[src/rtl/conv_tap_sequencer.sv]
// Latches one 3x3 window of pixels and replays it one tap per handshake,
// pairing each pixel with its coefficient select for the LUT/MAC stage.
// Ports:
//   in_clk, in_rst               clock, synchronous active-high reset
//   in_win_valid / ou_win_ready  window handshake, in_win_data = 9 taps
//   ou_tap_valid / in_tap_ready  tap handshake
//   ou_LUT_select, ou_tap_pixel  current tap index and pixel
//   ou_tap_first, ou_tap_last    tap index is 0 / NUM_TAPS-1
//   ou_busy                      a window is held
//   ou_win_done                  one-cycle pulse after the last tap
//   ou_win_count                 completed windows (wrapping)
module conv_tap_sequencer #(
  parameter int DATA_W   = 32,
  parameter int NUM_TAPS = 9,
  parameter int SEL_W    = 4,
  parameter int COUNT_W  = 16
) (
  input  logic                       in_clk,
  input  logic                       in_rst,
  input  logic                       in_win_valid,
  output logic                       ou_win_ready,
  input  logic [DATA_W*NUM_TAPS-1:0] in_win_data,
  output logic [SEL_W-1:0]           ou_LUT_select,
  output logic [DATA_W-1:0]          ou_tap_pixel,
  output logic                       ou_tap_valid,
  input  logic                       in_tap_ready,
  output logic                       ou_tap_first,
  output logic                       ou_tap_last,
  output logic                       ou_busy,
  output logic                       ou_win_done,
  output logic [COUNT_W-1:0]         ou_win_count
);

  typedef enum logic [1:0] {
    S_IDLE,
    S_RUN,
    S_DONE
  } state_e;

  localparam logic [SEL_W-1:0] LastSel = SEL_W'(NUM_TAPS - 1);

  state_e             state_q, state_d;
  logic [SEL_W-1:0]   sel_q, sel_d;
  logic [COUNT_W-1:0] cnt_q, cnt_d;
  logic [DATA_W-1:0]  win_q [NUM_TAPS];
  logic [DATA_W-1:0]  win_d [NUM_TAPS];

  always_ff @(posedge in_clk) begin
    if (in_rst) begin
      state_q <= S_IDLE;
      sel_q   <= '0;
      cnt_q   <= '0;
      for (int k = 0; k < NUM_TAPS; k++) begin
        win_q[k] <= '0;
      end
    end else begin
      state_q <= state_d;
      sel_q   <= sel_d;
      cnt_q   <= cnt_d;
      win_q   <= win_d;
    end
  end

  // The count is bumped on the final transfer so that it is
  // already updated while ou_win_done is high.
  always_comb begin
    state_d = state_q;
    sel_d   = sel_q;
    cnt_d   = cnt_q;
    win_d   = win_q;
    unique case (state_q)
      S_IDLE: begin
        sel_d = '0;
        if (in_win_valid) begin
          for (int k = 0; k < NUM_TAPS; k++) begin
            win_d[k] = in_win_data[k*DATA_W +: DATA_W];
          end
          state_d = S_RUN;
        end
      end
      S_RUN: begin
        if (in_tap_ready) begin
          if (sel_q == LastSel) begin
            sel_d   = '0;
            cnt_d   = cnt_q + COUNT_W'(1);
            state_d = S_DONE;
          end else begin
            sel_d = sel_q + SEL_W'(1);
          end
        end
      end
      S_DONE: state_d = S_IDLE;
      default: state_d = S_IDLE;
    endcase
  end

  always_comb begin
    ou_win_ready = 1'b0;
    ou_tap_valid = 1'b0;
    ou_busy      = 1'b0;
    ou_win_done  = 1'b0;
    unique case (state_q)
      S_IDLE: ou_win_ready = 1'b1;
      S_RUN: begin
        ou_tap_valid = 1'b1;
        ou_busy      = 1'b1;
      end
      S_DONE: begin
        ou_win_done = 1'b1;
        ou_busy     = 1'b1;
      end
      default: ou_win_ready = 1'b0;
    endcase
  end

  assign ou_LUT_select = sel_q;
  assign ou_tap_pixel  = win_q[sel_q];
  assign ou_tap_first  = ou_tap_valid && (sel_q == '0);
  assign ou_tap_last   = ou_tap_valid && (sel_q == LastSel);
  assign ou_win_count  = cnt_q;

endmodule

[config.mk]
export PLATFORM = sky130hd
export DESIGN_NAME = conv_tap_sequencer
export DESIGN_NICKNAME = d
export VERILOG_FILES = /design/src/rtl/conv_tap_sequencer.sv
export SDC_FILE = /design/constraint.sdc
export NUM_CORES = 1
export LEC_CHECK = 0
export BUFFER_PORTS_ARGS = -buffer_cell sky130_fd_sc_hd__buf_2
export CORE_MARGIN = 1
export CORE_UTILIZATION = 57
export CTS_CLUSTER_DIAMETER = 40
export CTS_CLUSTER_SIZE = 28
export DETAILED_ROUTE_END_ITERATION = 10
export GPL_TIMING_DRIVEN = 0
export PLACE_DENSITY = 0.85
export SLEW_MARGIN = 0
export SYNTH_ARGS = -nofsm -noshare
export SYNTH_HDL_FRONTEND = slang
export SYNTH_SLANG_ARGS = --single-unit
[constraint.sdc]
create_clock -name in_clk -period 4.6 [get_ports in_clk]
set_input_delay 0.92 -clock in_clk [delete_from_list [all_inputs] [get_ports in_clk]]
set_output_delay 0.92 -clock in_clk [all_outputs]
set_load 0.01 [all_outputs]
[Word-level counts from Yosys, hierarchy flattened]
Cells that the tools add are included.
Word-level totals
  bits in registers: 310
  bits of input ports: 292
Cells by class
  $add $sub $neg: 2
  $lt $le $gt $ge: 1
  equality and inequality tests: 6
  mux-type cells: 14
  bitwise operators: 1
  reductions and logical operators: 10
Operator list (number)
  32-bit binary-select mux with 4-bit select: 1
  32-bit 2-to-1 mux: 2
  16-bit by 1-bit adder with 16-bit output (second input constant): 1
  4-bit 2-to-1 mux: 2
  4-bit case mux with 2 select lines: 1
  2-bit 2-to-1 mux: 3
  2-bit inequality test (second input constant): 3
  3-bit AND reduction: 2
  5-bit >= comparator (second input constant): 1
  4-bit NOT with 5-bit output: 1
  4-bit by 1-bit adder with 4-bit output (second input constant): 1
  4-bit == test (second input constant): 1
  4-bit zero test: 1
  1-bit 2-to-1 mux: 4
  2-bit case mux with 2 select lines: 1
  2-bit AND reduction: 2
  2-bit by 1-bit == test with 1-bit output (second input constant): 1
  2-bit == test (second input constant): 1
  1-bit logical AND: 2
  2-bit zero test: 1
  2-bit nonzero test: 1
  2-bit OR reduction: 1

[Longest topological paths before layout]
  depth after elaboration: 4
  depth in mapped cells: 9

[Worst setup path after synthesis]
Ideal clock, no wire load.
  kind: register to output
  start point: reg sel_q[2], in the netlist ou_LUT_select[2]
  end point: out ou_tap_pixel[29]
  arrival: 1.640 ns
  required time: 3.680 ns
  slack: 2.040 ns
  cell stages (with the launch flop): 7
  buffers on the path: 4
  cells stage by stage: dfxtp_1 -> buf_6 -> buf_2 -> buf_2 -> clkbuf_1 -> nor2_1 -> o31ai_1
On the way
  longest elaborated chain between the ends: 4
RTL lines
  from (decl): line 43  | logic [SEL_W-1:0] sel_q, sel_d;
  from (signal assigned): line 58  | sel_q <= sel_d;
  4-bit NOT with 5-bit output (implied by the code): line 117  | assign ou_tap_pixel = win_q[sel_q];
  32-bit binary-select mux with 4-bit select: line 117
  32-bit 2-to-1 mux (implied by the code) (2 in a row): line 117
  to (decl): line 24  | output logic [DATA_W-1:0] ou_tap_pixel,
Every way passes these cells. The select of a mux whose other input is x is not followed.

[Final worst setup path]
Ends and elaborated chain as after synthesis.

==> metrics <==
DP Worst Slack 1260 ps; wire length on met2 22.7 mm; relative slew slack 30.7%; FF-to-FF path depth 8; synth warn 0; Detailed Routing Iterations Pass 1 6; Via density 5.98; diode count 0; # clock sinks 310; sequential share of power 39.8%; Pint 5.32 mW; Metal-1 WL 18.8 mm; complex-gate fraction of the synthesized area 15.1%; CTS root buffer clkbuf_16; xor/xnor share of the synthesized area 0.795%; final worst slack 507 ps; Final ANT Viol Nets 0; Core ar. between 20000 and 25000 sq um; Final setup viols 0; CP Launch Type flip-flop; WP data required 3680 ps; post-DP HPWL between 30 and 40 mm; vias in the first global route 13400; mux share of post-synthesis cell area between 10 and 15%; hold slack between 400 and 500 ps; share of synthesized registers carrying an async set or reset 0%; GP Congestion 0.977; worst-path fanout max 10; Synth Register Bits 310; Routed Wire Length 49.9 mm; initial antenna violation count 0; Tightest Pin Transition 1040 ps; Initial Utilization between 50% and 60%; Netlist cell types 43; switching share of power 30.5%; chip height 154 microns; CTS tree yes; Post-synth EDFFs 0; syn_nets about 1900; Hold Violations, Final 0; most frequent cells in the layout nand2_1, buf_2, dfxtp_1, a21oi_1, clkbuf_1; finished layout cell area 16700 sq um; pin count of the biggest net entering global routing 17; Max clock buf depth 3; most common cell after layout, fill and taps aside nand2_1; clock skew around 10 ps; Tot GR Track Use 41.2%; metal3 WL 5.70 mm; drt first-iter violations 1633; Vias 14000; post-cts resize count 0; max frequency 0.244 GHz; RSZ-0062 raised after global routing no; Core Util, Final 73.4%; Power Density 458 nW/um^2; Synth Area in Adders 0.662%; Hold Crit Depth 2; Synth Cell Area ~13000 sq um; Crit. End Element output pin; row count between 50 and 60; post-synthesis simple-gate area fraction 21.0%; Post-Syn Instances 1641; Layout Nets 2329; Leak Pwr 7.05 nW; Max-cap violations 0; hold_buf cts 0; kind of critical path reg -> out; Combinational Power Share a little under a fifth; I/O pins 350; dpl cells 2275; Most used DFF post-synth dfxtp_1; IO Port Bufs approximately 350; Die W 154 microns; Placed Area 15300 sq um; switching power 2.33 mW; sequential fraction of the synthesis area between 40 and 50%; layout cells sized above 1 26.8%; WP data arrival 3170 ps; Final Non-Filler Cells ~2300; synthesized area per cell 8.06 sq um; post-CTS setup buffers 0; TritonCTS buffer count 38; largest family of logic cells by synthesized area simple AND/OR/NAND/NOR gates; total grt overflow 0; maximum vdd drop 0.000267 V; htree depth 2; die area 23800 sq um; P&R area growth vs syn 26.1%; Overall Power 7.65 mW; WL/cell 21.3 microns; first-pass GRT wire length 73.4 mm; Clock power frac 42.1%; minimum clock period 4090 ps; final period utilization between 80% and 90%; status finished clean; uppermost layer routed met4; hold crit path type reg -> reg; pins over their slew limit 0; worst skew pair latency 530 ps; drt drc 0; setup TNS 0 ps; clock-pin transition on the worst setup and hold timing paths 60 ps
==> power by group through the flow <==
stage | registers (mW) | logic [mW] | clock network (mW)
6_report | 3.04 | 1.39 | 3.22
2_1_floorplan | 3.04 | 0.812 | 0
5_1_grt | 3.06 | 1.47 | 3.32
3_5_place_dp | 3.09 | 1.33 | 0
3_3_place_gp | 3.07 | 1.31 | 0
4_1_cts | 3.03 | 1.34 | 3.20
==> synthesized netlist by cell type, types with 13 or more instances <==
cell	instances	area share [%]
o22ai_1	21	0.99
buf_2	39	1.5
mux2_2	54	4.6
mux4_2	32	5.4
nor2_1	37	1.1
a21oi_1	294	11
nand2_1	630	18
o31ai_1	21	1.2
mux2i_1	13	0.98
dfxtp_1	310	47
clkbuf_1	78	2.2
==> layer usage <==
layer  global-route usage, %  up-vias
li1                        -     6311
met1                    51.3     6555
met2                    66.6      969
met3                    9.27      190
met4                    22.2        0
met5                       0        -
==> worst paths after layout <==
| kind | slack (ps) | from | endpoint |
|---|---|---|---|
| min reg2reg | 460 | win_q[81] | win_q[81] |
| max reg2reg | 1680 | state_q[0] | win_q[93] |
| max | 510 | ou_LUT_select[2] | ou_tap_pixel[29] |
| min | 460 | win_q[81] | win_q[81] |
==> sequential cells by signal, summed over array words and instances (netlist names) <==
name           flops
win_q            288
ou_win_count      16
ou_LUT_select      4
state_q            2
==> worst max-delay path: stages, from the launching register on <==
cell and delay (ps):
dfxtp_1 360, buf_6 180, buf_2 370, buf_2 390, clkbuf_1 480, nor2_1 120
o31ai_1 500, buf_2 230
==> layout make-up <==
| cell class | instances | area [sq um] |
|---|---|---|
| Tap cell | 285 | 357 |
| Clock inverter | 26 | 317 |
| Timing Repair Buffer | 349 | 1750 |
| Fill cell | 1744 | 6030 |
| Sequential cell | 310 | 6210 |
| Inverter | 9 | 33.8 |
| Multi-Input combinational cell | 1190 | 6420 |
| Clock buffer | 43 | 1030 |
| Buffer | 132 | 563 |
==> kinds of logic (layout without fill, tap and decap cells) <==
family / after synthesis / in the layout
buffers and inverters: 141 / 559
AND/OR/NAND/NOR: 704 / 704
flip-flops: 310 / 310
multiplexers: 99 / 99
XOR/XNOR: 12 / 12
adder cells (fa/ha/maj): 7 / 7
AO/OA/AOI/OAI: 368 / 368
(Power assumes the default switching activity.)
